File: src/rtl/square_if.sv
// Operand/result bundle for the square unit; rem_b and err exist only with SQUARE_REM_EN.
// master drives requests, slave is the square unit itself.
interface square_if;
    logic        start;
    logic [7:0]  y_b;
    logic        ready;
    logic        busy;
    logic [15:0] x_b;
`ifdef SQUARE_REM_EN
    logic [8:0]  rem_b;
    logic        err;

    modport master (output start, y_b, rem_b, input ready, busy, x_b, err);
    modport slave  (input start, y_b, rem_b, output ready, busy, x_b, err);
`else
    modport master (output start, y_b, input ready, busy, x_b);
    modport slave  (input start, y_b, output ready, busy, x_b);
`endif
endinterface

File: src/rtl/square.sv
// Shift-add squarer: x_b = y_b*y_b (+ rem_b when SQUARE_REM_EN is defined, err flags rem_b > 2*y_b).
// Latency: 9 cycles from the accepting edge to ready, one result per 10 cycles at most.
// Backpressure: start is taken only while ready; requests seen while busy are dropped.
module square (
    input  logic     clk,
    input  logic     rst,
    square_if.slave  bus
);

    typedef enum logic [1:0] {IDLE, WORK, DONE} state_t;

    state_t      state;
    state_t      state_nxt;
    logic [7:0]  mplier;
    logic [7:0]  mcand;
    logic [15:0] acc;
    logic [2:0]  step;
    logic [15:0] x_reg;
    logic        accept;

    assign accept    = (state == IDLE) && bus.start;
    assign bus.ready = (state == IDLE);
    assign bus.busy  = (state != IDLE);
    assign bus.x_b   = x_reg;

`ifdef SQUARE_REM_EN
    logic [8:0] rem;
    logic       rem_ok;
    logic       err_reg;

    assign bus.err = err_reg;
`endif

    always_ff @(posedge clk) begin
        if (rst) state <= IDLE;
        else     state <= state_nxt;
    end

    always_comb begin
        state_nxt = state;
        case (state)
            IDLE:    if (bus.start) state_nxt = WORK;
            WORK:    if (step == 3'd7) state_nxt = DONE;
            DONE:    state_nxt = IDLE;
            default: state_nxt = IDLE;
        endcase
    end

    always_ff @(posedge clk) begin
        if (rst) begin
            mplier <= '0;
            mcand  <= '0;
            acc    <= '0;
            step   <= '0;
            x_reg  <= '0;
`ifdef SQUARE_REM_EN
            rem     <= '0;
            rem_ok  <= 1'b0;
            err_reg <= 1'b0;
`endif
        end else begin
            case (state)
                IDLE: begin
                    if (accept) begin
                        mplier <= bus.y_b;
                        mcand  <= bus.y_b;
                        acc    <= '0;
                        step   <= '0;
`ifdef SQUARE_REM_EN
                        // A remainder above 2*y would exceed the next square; flag it now
                        rem    <= bus.rem_b;
                        rem_ok <= (bus.rem_b <= {bus.y_b, 1'b0});
`endif
                    end
                end
                WORK: begin
                    if (mplier[0]) acc <= acc + ({8'h00, mcand} << step);
                    mplier <= mplier >> 1;
                    step   <= step + 3'd1;
                end
                DONE: begin
`ifdef SQUARE_REM_EN
                    x_reg   <= rem_ok ? acc + {7'd0, rem} : acc;
                    err_reg <= ~rem_ok;
`else
                    x_reg   <= acc;
`endif
                end
                default: ;
            endcase
        end
    end

endmodule

File: src/flat_wrapper.sv
// flat-port wrapper written by rule: the top's interface ports become plain ports
module square_flat 
  (clk, rst, bus_start, bus_y_b, bus_ready, bus_busy, bus_x_b);
  square_if bus_i ();
  input  logic clk;
  input  logic rst;
  input wire logic [$bits(bus_i.start)-1:0] bus_start;
  input wire logic [$bits(bus_i.y_b)-1:0] bus_y_b;
  output wire logic [$bits(bus_i.ready)-1:0] bus_ready;
  output wire logic [$bits(bus_i.busy)-1:0] bus_busy;
  output wire logic [$bits(bus_i.x_b)-1:0] bus_x_b;
  assign bus_i.start = bus_start;
  assign bus_i.y_b = bus_y_b;
  assign bus_ready = bus_i.ready;
  assign bus_busy = bus_i.busy;
  assign bus_x_b = bus_i.x_b;
  square u_core (.clk(clk), .rst(rst), .bus(bus_i));
endmodule
File: config.mk
export PLATFORM = sky130hd
export DESIGN_NAME = square_flat
export DESIGN_NICKNAME = d
export VERILOG_FILES = /design/src/rtl/square_if.sv /design/src/rtl/square.sv /design/src/flat_wrapper.sv
export SDC_FILE = /design/constraint.sdc
export NUM_CORES = 1
export LEC_CHECK = 0
export ABC_AREA = 0
export BUFFER_PORTS_ARGS = -buffer_cell sky130_fd_sc_hd__buf_2
export CAP_MARGIN = 20
export CORE_UTILIZATION = 42
export CTS_CLUSTER_DIAMETER = 50
export DETAILED_ROUTE_END_ITERATION = 6
export GPL_ROUTABILITY_DRIVEN = 0
export GPL_TIMING_DRIVEN = 0
export PLACE_DENSITY_LB_ADDON = 0.3
export SETUP_SLACK_MARGIN = 0.2
export SYNTH_ARGS = -nofsm -noshare
export SYNTH_HDL_FRONTEND = slang
export SYNTH_SLANG_ARGS = --single-unit
File: constraint.sdc
create_clock -name clk -period 5 [get_ports clk]
set_input_delay 1 -clock clk [delete_from_list [all_inputs] [get_ports clk]]
set_output_delay 1 -clock clk [all_outputs]
set_load 0.005 [all_outputs]
Yosys cells after proc, flatten, opt, wreduce, memory -nomap -nowiden

Cells that the tools add are included.
Widths: inputs -> output; s select.

Input bits: 11
Register bits after elaboration: 53

Equal/unequal tests: 7
$add $sub $neg: 2
Multiplexer cells: 10
Shift operators: 1
Reduce and logical (&&, ||, !) cells: 8

Operators with widths:

| operator            | count |
|---|---|
| $mux 16             | 2 |
| $pmux 16 s2         | 1 |
| $add 16x16->16      | 1 |
| $pmux 8 s2          | 1 |
| $shl 8x3->16        | 1 |
| $mux 8              | 1 |
| $ne 2x1->1 const B  | 3 |
| $pmux 3 s2          | 1 |
| $reduce_and 2->1    | 3 |
| $mux 2              | 2 |
| $pmux 2 s2          | 1 |
| $reduce_bool 2->1   | 2 |
| $add 3x1->3 const B | 1 |
| $eq 3x3->1 const B  | 1 |
| $mux 3              | 1 |
| $reduce_and 3->1    | 1 |
| $eq 2x1->1 const B  | 1 |
| $eq 2x2->1 const B  | 1 |
| $logic_not 2->1     | 1 |
| $ne 2x2->1 const B  | 1 |
| $logic_and 1x1->1   | 1 |

Logic depth before layout (Yosys ltp)

Gate-level depths: netlist (run 1).

Word-level depth: 4
Mapped depth: 14
Depth with buffers taken out: 12

Least setup slack after synthesis (run 1)

OpenSTA, ideal clock, no wires.

Kind: register to register
Start: register u_core.step[1]
End: register u_core.acc[14]
Setup slack: 2.226 ns
Stages on the path, launching flop included: 14
Data required time: 4.913 ns
Library setup time: 0.087 ns
Arrival: 2.687 ns
Period minus slack after synthesis: 2.774 ns
Buffers on the path: 3
Cells stage by stage: dfxtp_1 > clkbuf_1 > clkbuf_1 > mux2i_1 > mux2_2 > a21oi_1 > ha_1 > buf_2 > nand2_1 > nor2_1 > a21boi_1 > o2111ai_1 > and4_1 > o31ai_1

Longest elaborated chain between the ends: 4

Ends and longest elaborated chain:

| what                     | line         | source |
|---|---|---|
| start: declaration       | square.sv:17 | `logic [2:0] step;` |
| start signal: assignment | square.sv:79 | `step <= step + 3'd1;` |
| $shl 8x3->16             | square.sv:77 | `if (mplier[0]) acc <= acc + ({8'h00, mcand} << step);` |
| $add 16x16->16           | square.sv:77 |  |
| $mux 16                  | square.sv:77 |  |
| $pmux 16 s2              | square.sv:62 | `case (state)` |
| end signal: assignment   | square.sv:77 |  |
| end: declaration         | square.sv:16 | `logic [15:0] acc;` |

Every way passes these cells. The select of a mux whose other input is x is not followed.
A chain may end at the register's enable or synchronous reset.

Worst setup path in the final report (run 1)

Ends and elaborated chain as after synthesis.

==> qor.yml, run 1 <==
run_status:
  status: "completed"
timing:
  min_period_ns: 3.29
  setup_ws_ns: 1.71
  setup_viol: 0
  finalHoldViolations: 0
  tightest_slew_ns: 0.626
  fmax_mhz: 304
  timing.slew.headroom_pct: 58.1
  tns_ns: 0
  skew_ns: 0.0100
  rsz0062_at_grt: "no"
  slew_violations: 0
  fin_crit_sh_pct: 65.7
synth:
  synth_seq_cells: 53
  synth_top_cell_by_area: "dfxtp_1"
  synth-main-ff-cell: "dfxtp_1"
  syn_nets: 409
  synth-warning-count: 0
  synth_edf_count: 0
  ys_seq_area_share_pct: 36.3
  synth_commonest_cells: "nand2_1 (96), dfxtp_1 (53), a21oi_1 (45)"
  yosysUniqueCellTypes: 50
  synth_top_area_share_pct: 36.3
  syn-mean-instance-area_um2: 7.69
  synthTopCellsByArea: "dfxtp_1 (36%), nand2_1 (12%), a21oi_1 (7.7%)"
  syn_inst: 380
  async_flop_share_pct: 0
  yosys.cell_count.top_type: "nand2_1"
  syn-cell-area_mm2: 0.00292
final_layout:
  n_antenna_cell: 0
  drive_above_1_share_pct: 12.5
  final_util_pct: 48.6
  final_nets: 444
  nFillCells: 706
  syn2layout_area_growth_pct: 12.3
power_and_ir_drop:
  power_density_mw_per_mm2: 257
  p_leak_nw: 1.25
  ir_drop_mv: 0.174
global_routing:
  grt_pass1_vias: 2423
  grt_max_degree: 17
  antenna_found_initial: 0
  overflow: 0
  grtUsageTotal_pct: 19.4
  grt_pass1_wl_um: 11300
placed_design:
  dpl_worst_slack_ns: 1.76
  port-buffer-count: 28
  place_hpwl_um: 5200
setup_path:
  cp_max_fo: 10
  worst_r2r_endpoint: "u_core.acc[14]"
  r2r_cells: 13
  critical_path.startpoint_type: "register"
  required_ns: 5.23
  cp.arrival_ns: 3.52
  critical_path_class: "reg2reg"
  cp-end-kind: "register"
  r2r-start: "u_core.step[1]"
  critPathLaunch: "u_core.step[1]"
  setup.worst_path.end: "u_core.acc[14]"
  r2r_slack_ns: 1.71
run:
  maxCapViolCount: 0
worst_hold_path:
  hp-class: "reg2reg"
  min_delay_path_depth: 2
clock_tree:
  cts_tree: "done"
  postCtsSetupRepairBufs: 0
  cts_max_path_buffers: 2
  cts-buffers-inserted: 5
  clkLatencyLatePin_ns: 0.31
  ctsResizeCount: 0
  path_clk_slew_ns: 0.10
  root_buffer: "clkbuf_8"
  h-tree-depth: 2
  hold_buffers: 0
  clock_sinks: 53
drt:
  vias: 2679
  firstDrtPassIters: 4
  postRouteAntennaNets: 0
  drc: 0
  finalWirelength_um: 6720
  wl_per_cell_um: 13.5
  drt_iter0_drc: 151
  vias_per_cell: 5.40
floorplan:
  core.rowCount: 30
  die_h_um: 85.4
  dieArea_mm2: 0.00730
  io_pins: 29
  core_mm2: 0.00676
  initial_core_util_pct: 43.3
  die-width_um: 85.4
==> worst max-delay path, cell delays in order, from the launching register on <==
cell and delay, ns:
dfxtp_1 0.34, clkbuf_1 0.25, clkbuf_1 0.39, mux2i_1 0.26, mux2_2 0.20, a21oi_1 0.10
ha_1 0.29, buf_2 0.16, nand2_1 0.13, nor2_1 0.18, a21boi_1 0.27, o2111ai_1 0.18
and4_1 0.24, o31ai_1 0.21
==> layout make-up <==
class,count,area (um2),share of cell area (%)
flip-flops and latches,53,1060,32.3
repair buffers,28,140,4.27
clock buffers,6,82.6,2.52
well taps,80,100,3.05
multi-input cells,296,1740,52.9
clock inverters,2,37.5,1.14
inverters,9,33.8,1.03
plain buffers,22,90.1,2.74
==> power by group <==
| part | total, mW | switching, mW | internal, mW |
|---|---|---|---|
| logic | 0.0950 | 0.0612 | 0.0338 |
| registers | 0.441 | 0.00787 | 0.433 |
| clock network | 0.308 | 0.145 | 0.163 |
==> cells by family (layout without fill, tap and decap cells) <==
kind of cell,Yosys count,in the layout,synth area share [%]
XOR/XNOR,10,10,3.00
AND/OR/NAND/NOR,159,159,24.1
buffers and inverters,31,67,4.24
adder cells (fa/ha/maj),18,18,7.96
flip-flops,53,53,36.3
multiplexers,15,15,5.35
AO/OA/AOI/OAI,94,94,19.0
==> stage by stage <==
| step | power [mW] | area (um2) | hold WS [ns] | std cells |
|---|---|---|---|---|
| 5_1_grt | 0.875 | 3280 | 0.483 | 496 |
| 3_5_place_dp | 0.545 | 3160 | 0.445 | 488 |
| 6_report | 0.844 | 3280 | 0.456 | 496 |
| 2_1_floorplan | 0.517 | 2920 | 0.437 | 380 |
| 4_1_cts | 0.847 | 3280 | 0.458 | 496 |
| 3_3_place_gp | 0.543 | 3160 | 0.439 | 488 |
==> flip-flops by register name, summed over array words and instances (netlist names) <==
| register | flops |
|---|---|
| u_core.acc | 16 |
| u_core.bus.x_b | 16 |
| u_core.mcand | 8 |
| u_core.mplier | 8 |
| u_core.state | 2 |
| u_core.step | 3 |
==> metal layers <==
metal | share of wire (%) | vias up | global-route usage [%] | wire [um]
li1 | - | 1382 | - | -
met5 | 0 | - | 0 | 0
met4 | 1.4 | 0 | 5.91 | 92
met1 | 50 | 1240 | 27.1 | 3360
met3 | 3.9 | 7 | 2.63 | 264
met2 | 45 | 50 | 31.1 | 3000
==> placed cells by master, fill, tap and decap left out, types with 3 or more instances in the layout <==
cell and n:
nand2_1 96, xnor2_1 6, buf_2 31, ha_1 17
a22oi_1 3, nor3_1 5, clkbuf_1 16, clkbuf_8 6
a31oi_1 9, mux2_2 5, dfxtp_1 53, a21oi_1 45
a21o_1 3, o21ai_1 6, nor2b_1 4, nand2b_1 5
inv_1 9, o22ai_1 4, nand4_1 3, nor2_1 22
xor2_1 4, o21ai_0 9, nand3_1 8, mux2i_1 10
and2_1 4
==> how the worst min path moves through the flow <==
stage	startpoint	end	slack [ns]
2_1_floorplan	u_core.mplier[7]	u_core.mplier[7]	0.44
3_3_place_gp	u_core.bus.x_b[7]	u_core.bus.x_b[7]	0.44
3_5_place_dp	u_core.bus.x_b[7]	u_core.bus.x_b[7]	0.44
4_1_cts	u_core.bus.x_b[7]	u_core.bus.x_b[7]	0.46
5_1_grt	u_core.bus.x_b[5]	u_core.bus.x_b[5]	0.48
6_report	u_core.bus.x_b[1]	u_core.bus.x_b[1]	0.46
(Power assumes the default switching activity.)
==> inputs of run 2 (changes only) <==
==> constraint.sdc (replaced) <==
create_clock -name clk -period 2.75 [get_ports clk]
set_input_delay 0.55 -clock clk [delete_from_list [all_inputs] [get_ports clk]]
set_output_delay 0.55 -clock clk [all_outputs]
set_load 0.005 [all_outputs]
==> qor.yml, run 2 (same netlist as run 1, synthesis figures left out) <==
floorplan:
  core_mm2: 0.00676  # unchanged
  die-width_um: 85.4  # unchanged
  core.rowCount: 30  # unchanged
  dieArea_mm2: 0.00730  # unchanged
  die_h_um: 85.4  # unchanged
  initial_core_util_pct: 43.3  # unchanged
  io_pins: 29  # unchanged
worst_hold_path:
  hold_start: "u_core.bus.x_b[15]"  # was u_core.bus.x_b[1]
  min_delay_path_depth: 2  # unchanged
  hp-class: "reg2reg"  # unchanged
  hold_end: "u_core.bus.x_b[15]"  # was u_core.bus.x_b[1]
power_and_ir_drop:
  p_leak_nw: 1.47  # was 1.25 nW
  power_frac_seq_pct: 49.7  # was 52.2%
  switching_share_pct: 26.2  # was 25.4%
  combPwrFrac_pct: 15.7  # was 11.3%
  ir_drop_mv: 0.216  # was 0.174 mV
  p_sw_mw: 0.424  # was 0.214 mW
  power_density_mw_per_mm2: 425  # was 257 mW/mm2
  power_mw: 1.62  # was 0.844 mW
  pwr-share-clk_pct: 34.6  # was 36.5%
  p_int_mw: 1.20  # was 0.630 mW
global_routing:
  overflow: 0  # unchanged
  grt_pass1_vias: 2621  # was 2423
  grt_pass1_wl_um: 12700  # was 11300 um
  antenna_found_initial: 0  # unchanged
  grtUsageTotal_pct: 21.9  # was 19.4%
  grt_max_degree: 16  # was 17
setup_path:
  cp_top_family: "compound AO/OA/AOI/OAI gates"  # was buffers and inverters
  r2r_cells: 13  # unchanged
  required_ns: 2.93  # was 5.23 ns
  critical_path.startpoint_type: "register"  # unchanged
  critical_path_class: "reg2reg"  # unchanged
  cp.arrival_ns: 2.94  # was 3.52 ns
  r2r_slack_ns: -0.008  # was 1.71 ns
  critPathBufInv: 3  # unchanged
  max_stage_delay_ns: 0.34  # was 0.39 ns
  cp-end-kind: "register"  # unchanged
  worst_r2r_endpoint: "u_core.acc[14]"  # unchanged
  crit_chain: "buf_8 > clkbuf_16 > mux2i_2 > mux2_4 > o22ai_4 > ha_4 > a21o_1 > a21oi_4 > buf_6 > a21boi_4 > o2111ai_2 > and4_1 > o31ai_1"  # was clkbuf_1 > clkbuf_1 > mux2i_1 > mux2_2 > a21oi_1 > ha_1 > buf_2 > nand2_1 > nor2_1 > a21boi_1 > o2111ai_1 > and4_1 > o31ai_1
  crit_slowest_cell: "dfxtp_2"  # was clkbuf_1
  cp_max_fo: 7  # was 10
  r2r-start: "u_core.step[1]"  # unchanged
timing:
  rsz0062_at_grt: "yes"  # was no
  skew_ns: 0.0155  # was 0.0100 ns
  tightest_slew_ns: 0.683  # was 0.626 ns
  timing.slew.headroom_pct: 54.3  # was 58.1%
  finalHoldViolations: 0  # unchanged
  holdWs_ns: 0.454  # was 0.456 ns
  min_period_ns: 2.76  # was 3.29 ns
  setup_ws_ns: -0.00825  # was 1.71 ns
  slew_violations: 0  # unchanged
  fin_crit_sh_pct: 100  # was 65.7%
  fmax_mhz: 363  # was 304 MHz
  setup_viol: 1  # was 0
clock_tree:
  path_clk_slew_ns: 0.09  # was 0.10 ns
  root_buffer: "clkbuf_8"  # unchanged
  h-tree-depth: 2  # unchanged
  cts_tree: "done"  # unchanged
  clock_sinks: 53  # unchanged
  clkLatencyLatePin_ns: 0.32  # was 0.31 ns
  cts-buffers-inserted: 5  # unchanged
  cts_max_path_buffers: 2  # unchanged
run_status:
  violations: "setup timing"
  status: "complete, but fails checks"  # was completed
drt:
  postRouteAntennaNets: 0  # unchanged
  vias: 2893  # was 2679
  firstDrtPassIters: 5  # was 4
  drc: 0  # unchanged
  finalWirelength_um: 8080  # was 6720 um
  wl_per_cell_um: 15.7  # was 13.5 um
  drt_iter0_drc: 219  # was 151
  vias_per_cell: 5.62  # was 5.40
final_layout:
  final_nets: 463  # was 444
  nFillCells: 609  # was 706
  final_cell_mix: "nand2_1 (93), dfxtp_1 (50), a21oi_1 (38)"  # was nand2_1 (96), dfxtp_1 (53), a21oi_1 (45)
  multi_input_area_mm2: 0.00202  # was 0.00174 mm2
  drive_above_1_share_pct: 26.7  # was 12.5%
  regArea_mm2: 0.00106  # about the same
  n_antenna_cell: 0  # unchanged
  final_common_cell: "nand2_1"  # unchanged
  syn2layout_area_growth_pct: 30.3  # was 12.3%
placed_design:
  port-buffer-count: 28  # unchanged
  place_hpwl_um: 5330  # was 5200 um
run:
  maxCapViolCount: 0  # unchanged
## run 2: cell types whose count changed in the layout (fill, tap and decap cells not counted), moves of 4 or more
cell / delta
o21ai_1: +5
ha_1: -5
buf_4: +15
nor2_1: -4
a21oi_1: -7
a21oi_2: +5
buf_6: +4
o21ai_0: -7
clkbuf_1: -5
## run 2: worst max path at each step
| stage | slack, ns | from | depth (start not counted) | to |
|---|---|---|---|---|
| final | -0.008 | u_core.step[1] | 13 | u_core.acc[14] |
| after global routing | -0.07 | u_core.step[1] | 13 | u_core.acc[14] |
| after floorplan | 0.21 | u_core.step[1] | 12 | u_core.acc[15] |
| after global placement | -0.11 | u_core.step[1] | 12 | u_core.acc[7] |
| after detailed placement | -0.16 | u_core.step[1] | 13 | u_core.acc[14] |
| after CTS | 0.09 | u_core.step[0] | 13 | u_core.acc[14] |
## run 2: layout make-up
class / instances / area share (%)
Multi-Input combinational cell: 296 / 53.0
Sequential cell: 53 / 28.0
Timing Repair Buffer: 47 / 8.28
Buffer: 22 / 4.14
Tap cell: 80 / 2.63
Clock buffer: 7 / 2.27
Inverter: 9 / 0.887
Clock inverter: 1 / 0.789
## run 2: per-layer routing
metal	share of wire, %	track usage [%]	up-vias
met5	0	0	-
met4	4.0	11.7	0
met3	4.0	2.53	27
met2	48	36.8	100
met1	44	27.5	1347
li1	-	-	1419
## run 2: power by group through the flow
stage	clock network (mW)	logic, mW	registers (mW)
final	0.560	0.254	0.804
after global routing	0.590	0.273	0.807
after CTS	0.572	0.237	0.804
after detailed placement	0	0.178	0.819
after global placement	0	0.174	0.819
after floorplan	0	0.130	0.815
## run 2: stage by stage
| stage | TNS [ns] | cell area, um2 | util [%] | setup slack (ns) | instances |
|---|---|---|---|---|---|
| final | -0.00825 | 3810 | 56.4 | -0.00825 | 515 |
| after global routing | -0.170 | 3810 | 56.4 | -0.0674 | 515 |
| after CTS | 0 | 3730 | 55.2 | 0.0902 | 511 |
| after detailed placement | -0.908 | 3200 | 47.3 | -0.159 | 488 |
| after global placement | -0.616 | 3200 | 47.3 | -0.113 | 488 |
| after floorplan | 0 | 2960 | - | 0.215 | 380 |
## run 2: tightest hold or removal path, stage by stage, from the launching register on
cell and delay [ns]:
dfxtp_1 0.31, nand2_1 0.05, a21oi_1 0.05
## run 2: what timing repair did
action,4_1_cts,5_1_grt
endpoints found under the hold margin,0,0
buffers inserted,15,4
hold buffers,0,0
resized for setup,63,14
endpoints found under the setup margin,11,12
pin swaps,22,10
